--- src/rtl/asrm_bus_arbiter_pkg.sv ---
// Shared types and helpers for the two-master memory-port arbiter.
// State and grant encodings, plus counter width helpers.
package asrm_bus_arbiter_pkg;

  typedef enum logic [1:0] {
    ARB_IDLE   = 2'd0,
    ARB_ACCESS = 2'd1,
    ARB_ACK    = 2'd2
  } arb_state_t;

  localparam logic [1:0] GRANT_NONE = 2'b00;
  localparam logic [1:0] GRANT_M0   = 2'b01;
  localparam logic [1:0] GRANT_M1   = 2'b10;

  function automatic int starve_w(input int n);
    return $clog2(n + 1);
  endfunction

  function automatic int lat_w(input int n);
    return (n > 1) ? $clog2(n) : 1;
  endfunction

endpackage

--- src/rtl/asrm_arb_select.sv ---
// Fixed-priority master pick with a bounded starvation counter.
// Master 1 wins a tie once master 0 has won max_starve ties in a row.
module asrm_arb_select
  import asrm_bus_arbiter_pkg::*;
#(
  parameter int max_starve = 4
) (
  input  logic       clk,
  input  logic       reset,
  input  logic       m0_req,
  input  logic       m1_req,
  input  logic       take,
  output logic [1:0] pick
);

  localparam int CW = starve_w(max_starve);
  localparam logic [CW-1:0] CMAX = CW'(max_starve);

  logic [CW-1:0] starve_cnt;

  always_comb begin
    pick = GRANT_NONE;
    unique case ({m1_req, m0_req})
      2'b01:   pick = GRANT_M0;
      2'b10:   pick = GRANT_M1;
      2'b11:   pick = (starve_cnt == CMAX)
                      ? GRANT_M1 : GRANT_M0;
      default: pick = GRANT_NONE;
    endcase
  end

  always_ff @(posedge clk) begin
    if (!reset) begin
      starve_cnt <= '0;
    end else if (take && pick != GRANT_NONE) begin
      if (pick == GRANT_M1 || !m1_req)
        starve_cnt <= '0;
      else if (starve_cnt != CMAX)
        starve_cnt <= starve_cnt + 1'b1;
    end
  end

endmodule

--- src/rtl/asrm_bus_arbiter.sv ---
// Two-master arbiter for the single system-memory port.
// IDLE -> ACCESS (mem_latency cycles) -> ACK, one-cycle ack to owner.
module asrm_bus_arbiter
  import asrm_bus_arbiter_pkg::*;
#(
  parameter int wordsize    = 16,
  parameter int mem_latency = 1,
  parameter int max_starve  = 4
) (
  input  logic                clk,
  input  logic                reset,
  input  logic                m0_req,
  input  logic [wordsize-1:0] m0_addr,
  input  logic [wordsize-1:0] m0_wdata,
  input  logic                m0_we,
  output logic [wordsize-1:0] m0_rdata,
  output logic                m0_ack,
  input  logic                m1_req,
  input  logic [wordsize-1:0] m1_addr,
  input  logic [wordsize-1:0] m1_wdata,
  input  logic                m1_we,
  output logic [wordsize-1:0] m1_rdata,
  output logic                m1_ack,
  output logic [wordsize-1:0] mem_addr,
  output logic [wordsize-1:0] mem_data_out,
  output logic                mem_write_en,
  input  logic [wordsize-1:0] mem_data_in,
  output logic [1:0]          grant
);

  localparam int LW = lat_w(mem_latency);
  localparam logic [LW-1:0] LAT_LOAD = LW'(mem_latency - 1);

  arb_state_t    state;
  logic [LW-1:0] lat_cnt;
  logic          we_q;
  logic [1:0]    pick;
  logic          take;

  assign take = (state == ARB_IDLE);

  asrm_arb_select #(
    .max_starve(max_starve)
  ) u_sel (
    .clk    (clk),
    .reset  (reset),
    .m0_req (m0_req),
    .m1_req (m1_req),
    .take   (take),
    .pick   (pick)
  );

  // mem_addr/mem_data_out double as the latched request, so an idle
  // bus naturally holds the last transaction's values.
  always_ff @(posedge clk) begin
    if (!reset) begin
      state        <= ARB_IDLE;
      grant        <= GRANT_NONE;
      lat_cnt      <= '0;
      we_q         <= 1'b0;
      m0_ack       <= 1'b0;
      m1_ack       <= 1'b0;
      m0_rdata     <= '0;
      m1_rdata     <= '0;
      mem_addr     <= '0;
      mem_data_out <= '0;
      mem_write_en <= 1'b0;
    end else begin
      m0_ack       <= 1'b0;
      m1_ack       <= 1'b0;
      mem_write_en <= 1'b0;
      unique case (state)
        ARB_IDLE: begin
          if (pick != GRANT_NONE) begin
            state   <= ARB_ACCESS;
            grant   <= pick;
            lat_cnt <= LAT_LOAD;
            if (pick == GRANT_M1) begin
              mem_addr     <= m1_addr;
              mem_data_out <= m1_wdata;
              we_q         <= m1_we;
              mem_write_en <= m1_we;
            end else begin
              mem_addr     <= m0_addr;
              mem_data_out <= m0_wdata;
              we_q         <= m0_we;
              mem_write_en <= m0_we;
            end
          end
        end
        ARB_ACCESS: begin
          if (lat_cnt == '0) begin
            state  <= ARB_ACK;
            m0_ack <= grant[0];
            m1_ack <= grant[1];
            if (!we_q && grant[0])
              m0_rdata <= mem_data_in;
            if (!we_q && grant[1])
              m1_rdata <= mem_data_in;
          end else begin
            lat_cnt <= lat_cnt - 1'b1;
          end
        end
        ARB_ACK: begin
          state <= ARB_IDLE;
          grant <= GRANT_NONE;
        end
        default: begin
          state <= ARB_IDLE;
          grant <= GRANT_NONE;
        end
      endcase
    end
  end

endmodule

--- config.mk ---
export PLATFORM = sky130hd
export DESIGN_NAME = asrm_bus_arbiter
export DESIGN_NICKNAME = d
export VERILOG_FILES = /design/src/rtl/asrm_bus_arbiter_pkg.sv /design/src/rtl/asrm_arb_select.sv /design/src/rtl/asrm_bus_arbiter.sv
export SDC_FILE = /design/constraint.sdc
export NUM_CORES = 1
export LEC_CHECK = 0
export CAP_MARGIN = 20
export CORE_MARGIN = 10
export CORE_UTILIZATION = 42
export DETAILED_ROUTE_END_ITERATION = 10
export GPL_ROUTABILITY_DRIVEN = 0
export GPL_TIMING_DRIVEN = 0
export PLACE_DENSITY = 0.82
export SYNTH_ARGS = -nofsm -noshare
export SYNTH_HDL_FRONTEND = slang
export SYNTH_SLANG_ARGS = --single-unit
--- constraint.sdc ---
create_clock -name clk -period 1.9 [get_ports clk]
set_input_delay 0.38 -clock clk [delete_from_list [all_inputs] [get_ports clk]]
set_output_delay 0.38 -clock clk [all_outputs]
set_load 0.1 [all_outputs]
==> results of run 1 <==
per-stage QoR:
step,worst slack [ns],cells
CTS,0.00140,655
finish,0.0491,654
floorplan,0.0513,385
global route,0.00200,654
global placement,-0.319,639
detailed placement,-0.361,639
power by group through the flow:
| stage | Clock (mW) | Sequential (mW) | Combinational [mW] |
|---|---|---|---|
| after global routing | 1.36 | 1.74 | 1.57 |
| after CTS | 1.32 | 1.73 | 1.50 |
| after global placement | 0 | 1.76 | 1.51 |
| after floorplan | 0 | 2.44 | 0.373 |
| final | 1.28 | 1.73 | 1.49 |
| after detailed placement | 0 | 1.77 | 1.52 |
cell type report:
class | instances | area [um2] | share of cell area, %
plain buffers | 40 | 203 | 3.79
clock buffers | 9 | 124 | 2.31
clock inverters | 7 | 82.6 | 1.54
inverters | 5 | 18.8 | 0.351
multi-input cells | 264 | 1700 | 31.7
flip-flops and latches | 75 | 1500 | 28.1
well taps | 102 | 128 | 2.38
repair buffers | 152 | 1600 | 29.9
state kept, by name, indices dropped and copies added, names as in the netlist:
name / flops
m1_rdata: 16
mem_addr: 16
we_q: 1
u_sel.starve_cnt: 3
mem_write_en: 1
m0_rdata: 16
m0_ack: 1
grant: 2
mem_data_out: 16
state: 2
m1_ack: 1
repair_timing:
action                     4_1_cts  5_1_grt
pin swaps                        0        0
buffers inserted                 0        0
setup endpoints to repair       69       11
gates resized for setup        204        1
cell families (layout without fill, tap and decap cells):
family | after synthesis | count (layout) | share of synthesized area [%]
and+or+nand+nor | 119 | 119 | 17.5
adders and majority gates | 2 | 2 | 0.731
DFF | 75 | 75 | 43.9
buffers and inverters | 46 | 213 | 6.58
AOI/OAI and AO/OA | 143 | 143 | 31.4
path summary, 6_finish.rpt:
kind / startpoint / to / slack, ns / cells after the start
worst max-delay path: m0_ack / m0_ack / 0.05 / 1
worst min-delay path: reset / mem_data_out[2] / 0.46 / 2
worst min register to register: m1_rdata[13] / m1_rdata[13] / 0.46 / 2
worst max register to register: u_sel.starve_cnt[0] / mem_addr[4] / 0.17 / 7
layout by cell type (no fill, tap or decap), drive strengths merged, types with 3 or more instances in the layout:
cell type and instances:
a21oi 34, inv 8, clkdlybuf4s15 68, and3 35, o21ai 5, nor2b 3, nand4 3, nor2 5
clkbuf 35, nand2 64, o311a 33, dfxtp 75, clkdlybuf4s50 83, a21boi 34, o21bai 33, buf 15
layer usage:
layer	up-vias	GRT usage [%]
met5	-	0
met4	0	5.14
met3	14	8.65
met2	141	30.3
met1	1576	20.8
li1	1715	-
==> run_results.csv, run 1 <==
group,metric,value,unit
grt,grt_pass1_wl,18000,um
place,hpwl,9000,um
logic_synthesis,synth_area,3420,um2
logic_synthesis,synth_edf_count,0,
grt,grt_pass1_vias,3669,
logic_synthesis,yosysWarnings,0,
logic_synthesis,ys_seq_area_share,43.9,%
drt,drt_pass1_iterations,4,
logic_synthesis,synth_top_cell_by_area,"dfxtp_1",
clock_network,htree_levels,3,
logic_synthesis,synth.most_common_cell,"dfxtp_1",
job,maxCapViolCount,0,
sta,finalSetupViolCount,0,
drt,wl_per_cell,17.6,um
worst_setup_path,arrival,1.47,ns
layout,area_delta_synth_final,56.4,%
logic_synthesis,yosysUniqueCellTypes,33,
sta,post-route-min-period,1.85,ns
floorplan,die_w,110,um
logic_synthesis,synth_top_area_share,43.9,%
pwr,power,4.51,mW
floorplan,rows,32,
outcome,outcome,"finished, final reports clean",
pwr,comb_power_share,33.1,%
drt,drt_iter0_drc,161,
worst_setup_path,crit_chain,"clkdlybuf4s15_1",
drt,ant_nets,0,
layout,n_antenna_cell,0,
sta,hold_slack,0.456,ns
sta,slew_viol_final,0,
floorplan,die_area,12200,um2
logic_synthesis,synth-seq-cells,75,
logic_synthesis,synth_area_leaders,"dfxtp_1 (44%), o311a_1 (9.6%), a21boi_0 (7.5%)",
floorplan,die_h,110,um
sta,tightest_slew,0.957,ns
drt,vias,3446,
worst_setup_path,path_delay_family,"buffers and inverters",
clock_network,ctsHoldBuffers,0,
drt,wl_met1,4620,um
sta,max_freq,540,MHz
pwr,power_density,842,nW/um2
logic_synthesis,ys.flop_type,"dfxtp_1",
logic_synthesis,postSynthAreaPerCell,8.89,um2
layout,fin_area,5350,um2
clock_network,path_clk_slew,0.09,ns
drt,drc,0,
sta,hold_violations,0,
clock_network,cts_tree,"built",
drt,vias_per_cell,5.27,
layout,fillers,641,
clock_network,cts_buffers,9,
floorplan,initial_core_util,43.6,%
place,dpl_cell_area,5070,um2
drt,wl_met3,1460,um
grt,grt_max_degree,16,
logic_synthesis,synthTopCellsByCount,"dfxtp_1 (75), nand2_1 (64), and3_1 (35), a21boi_0 (34), a21oi_1 (34)",
worst_setup_path,startpoint_type,"flip-flop",
layout,final_util,68.2,%
logic_synthesis,synthArstFlopShare,0,%
clock_network,cts_buffer_depth,2,
drt,top_layer,"met4",
sta,finalCritPeriodShare,97.4,%
worst_setup_path,path_buf_inv,1,
worst_setup_path,cp_max_fo,1,
worst_setup_path,slowest_delay,0.82,ns
pwr,seqPwrFrac,38.4,%
sta,tns,0,ns
grt,antenna_found_initial,0,
worst_setup_path,endpoint_kind,"primary output",
layout,nets,635,
drt,wl_met2,5300,um
sta,rsz0062_at_grt,"false",
worst_setup_path,crit_required,1.52,ns
place,portBuffers,152,
sta,skew,0.0105,ns
clock_network,cts_root_buf,"clkbuf_8",
floorplan,coreArea,7850,um2
hold_path,hold_class,"in2reg",
grt,overflow,0,
pwr,peakVddDrop,0.493,mV
pwr,p_int,2.78,mW
logic_synthesis,syn-instance-count,385,
drt,totalWireLength,11500,um
pwr,switching_share,38.3,%
pwr,leakagePower,2.12,nW
floorplan,pin_count,155,
pwr,switchingPower,1.72,mW
pwr,p_clk_share,28.5,%
worst_setup_path,path_class,"reg2out",
grt,track_usage,18.4,%
layout,drive_gt1_share,19.0,%
sta,slew_headroom,36.5,%
clock_network,clock_latency,0.34,ns
clock_network,clock_sinks,75,
worst_setup_path,cp_slowest_cell,"clkdlybuf4s15_1",
logic_synthesis,syn_nets,473,
Note: power is estimated with default switching activity, not from simulation.
==> run 2, diff against run 1 <==
--- a/config.mk
+++ b/config.mk
@@ -12,6 +12,7 @@
 export GPL_ROUTABILITY_DRIVEN = 0
 export GPL_TIMING_DRIVEN = 0
 export PLACE_DENSITY = 0.82
+export SKIP_CTS_REPAIR_TIMING = 1
 export SYNTH_ARGS = -nofsm -noshare
 export SYNTH_HDL_FRONTEND = slang
 export SYNTH_SLANG_ARGS = --single-unit
==> run 2 against run 1 <==
  * Routed wire length grew 2.0%
  * Sequential share of layout area fell by 0.45 points
  * Worst hold slack lost 0.0021 ns
  * Utilization increased by 1.1 points
  * Register-to-register slack got worse by 0.02 ns
  * Fmax about the same
  * Cell count did not move
  * Global-route usage about the same
  * Clock power barely moved
  * Critical path type unchanged
  * Largest cell class unchanged
==> run_results.csv, run 2 (same netlist as run 1, synthesis figures left out) <==
group,metric,value,unit
drt,wl_met2,5500,um
worst_setup_path,rr_worst_depth,7,
sta,finalSetupViolCount,0,
drt,vias_per_cell,5.29,
grt,grt_pass1_vias,3673,
pwr,power_density,832,nW/um2
sta,tightest_slew,1.02,ns
floorplan,die_h,110,um
drt,top_layer,"met4",
hold_path,hold_class,"reg2reg",
layout,area_delta_synth_final,59.0,%
pwr,switching_share,38.1,%
drt,ant_nets,0,
worst_setup_path,path_depth,1,
worst_setup_path,crit_path_end,"mem_write_en",
clock_network,cts_buffer_depth,2,
floorplan,rows,32,
layout,fin_area,5440,um2
worst_setup_path,path_delay_family,"buffers and inverters",
pwr,switchingPower,1.73,mW
clock_network,htree_levels,3,
grt,antenna_found_initial,0,
sta,finalCritPeriodShare,97.4,%
layout,final_util,69.3,%
grt,grt_max_degree,16,
floorplan,die_w,110,um
worst_setup_path,path_class,"reg2out",
sta,skew,0.00819,ns
grt,grt_pass1_wl,18100,um
sta,hold_violations,0,
outcome,outcome,"finished, final reports clean",
clock_network,cts_tree,"built",
clock_network,path_clk_slew,0.09,ns
place,hpwl,9000,um
place,dpl_cell_area,5070,um2
worst_setup_path,crit_chain,"dlymetal6s2s_1",
layout,drive_gt1_share,7.07,%
drt,drc,0,
place,dpl.cell_count,639,
job,maxCapViolCount,0,
layout,instances_no_fill,654,
drt,wl_met1,4790,um
clock_network,clock_latency,0.34,ns
worst_setup_path,cp_max_fo,1,
drt,vias,3459,
layout,layout.cells.most_common_list,"clkdlybuf4s50_1 (83), dfxtp_1 (74), dlymetal6s2s_1 (68)",
worst_setup_path,r2r-start,"u_sel.starve_cnt[0]",
sta,slew_headroom,31.8,%
sta,max_freq,541,MHz
worst_setup_path,path_buf_inv,1,
worst_setup_path,rrSetupSlack,0.15,ns
pwr,seqPwrFrac,38.2,%
pwr,p_clk_share,28.5,%
pwr,leakagePower,3.21,nW
pwr,p_int,2.80,mW
layout,n_antenna_cell,0,
worst_setup_path,crit_path_start,"mem_write_en",
clock_network,cts_buffers,9,
worst_setup_path,cp_slowest_cell,"dlymetal6s2s_1",
drt,wl_met3,1340,um
drt,drt_iter0_drc,171,
grt,track_usage,18.4,%
pwr,power,4.53,mW
drt,drt_pass1_iterations,4,
sta,slew_viol_final,0,
hold_path,worstHoldPathCells,2,
clock_network,cts_root_buf,"clkbuf_8",
floorplan,initial_core_util,43.6,%
pwr,comb_power_share,33.4,%
place,portBuffers,152,
drt,totalWireLength,11700,um
worst_setup_path,r2r-end,"mem_addr[7]",
worst_setup_path,crit_required,1.52,ns
grt,overflow,0,
drt,wl_per_cell,18.0,um
floorplan,pin_count,155,
sta,post-route-min-period,1.85,ns
floorplan,coreArea,7850,um2
clock_network,clock_sinks,75,
worst_setup_path,arrival,1.47,ns
worst_setup_path,slowest_delay,0.78,ns
pwr,peakVddDrop,0.496,mV
worst_setup_path,endpoint_kind,"primary output",
worst_setup_path,startpoint_type,"flip-flop",
floorplan,die_area,12200,um2
layout,final_common_cell,"clkdlybuf4s50_1",
layout,nets,635,
-- run 2: worst register-to-register path, stage by stage (launching register included) --
cell and delay, ns:
dfxtp_1 0.35, inv_1 0.06, ha_1 0.21, a21bo_4 0.23
buf_6 0.16, buf_6 0.15, and3_1 0.18, o311a_1 0.30
-- run 2: cell type report --
class                   count  area [um2]
inverters                   5        18.8
well taps                 102         128
fillers                   632        2410
repair buffers            152        1690
multi-input cells         264        1700
clock buffers               9         124
plain buffers              40         203
clock inverters             7        82.6
flip-flops and latches     75        1500
-- run 2: metrics by stage --
step	hold slack [ns]	setup TNS, ns	worst slack, ns
final	0.454	0	0.0503
after global routing	0.465	-0.0101	-0.00651
after CTS	0.446	-22.76	-0.404
after detailed placement	0.449	-7.67	-0.361
after global placement	0.443	-5.97	-0.319
after floorplan	0.466	0	0.0513
-- run 2: power by group through the flow --
stage                     clock (mW)  combinational [mW]  sequential, mW
after global routing            1.36                1.59            1.74
after global placement             0                1.51            1.76
after detailed placement           0                1.52            1.77
after floorplan                    0               0.373            2.44
final                           1.29                1.51            1.73
after CTS                       1.32                1.53            1.73
-- run 2: worst min path at each step --
stage,start,endpoint,slack [ns]
final,m1_rdata[13],m1_rdata[13],0.45
after detailed placement,m1_rdata[13],m1_rdata[13],0.45
after CTS,reset,mem_data_out[2],0.45
after floorplan,u_sel.starve_cnt[1],u_sel.starve_cnt[1],0.47
after global routing,reset,mem_data_out[2],0.47
after global placement,m1_rdata[15],m1_rdata[15],0.44
-- run 2: layer usage --
metal | vias up | GRT usage [%]
met3 | 10 | 8.65
met4 | 0 | 4.86
met1 | 1591 | 20.9
met2 | 138 | 30.3
li1 | 1720 | -
met5 | - | 0
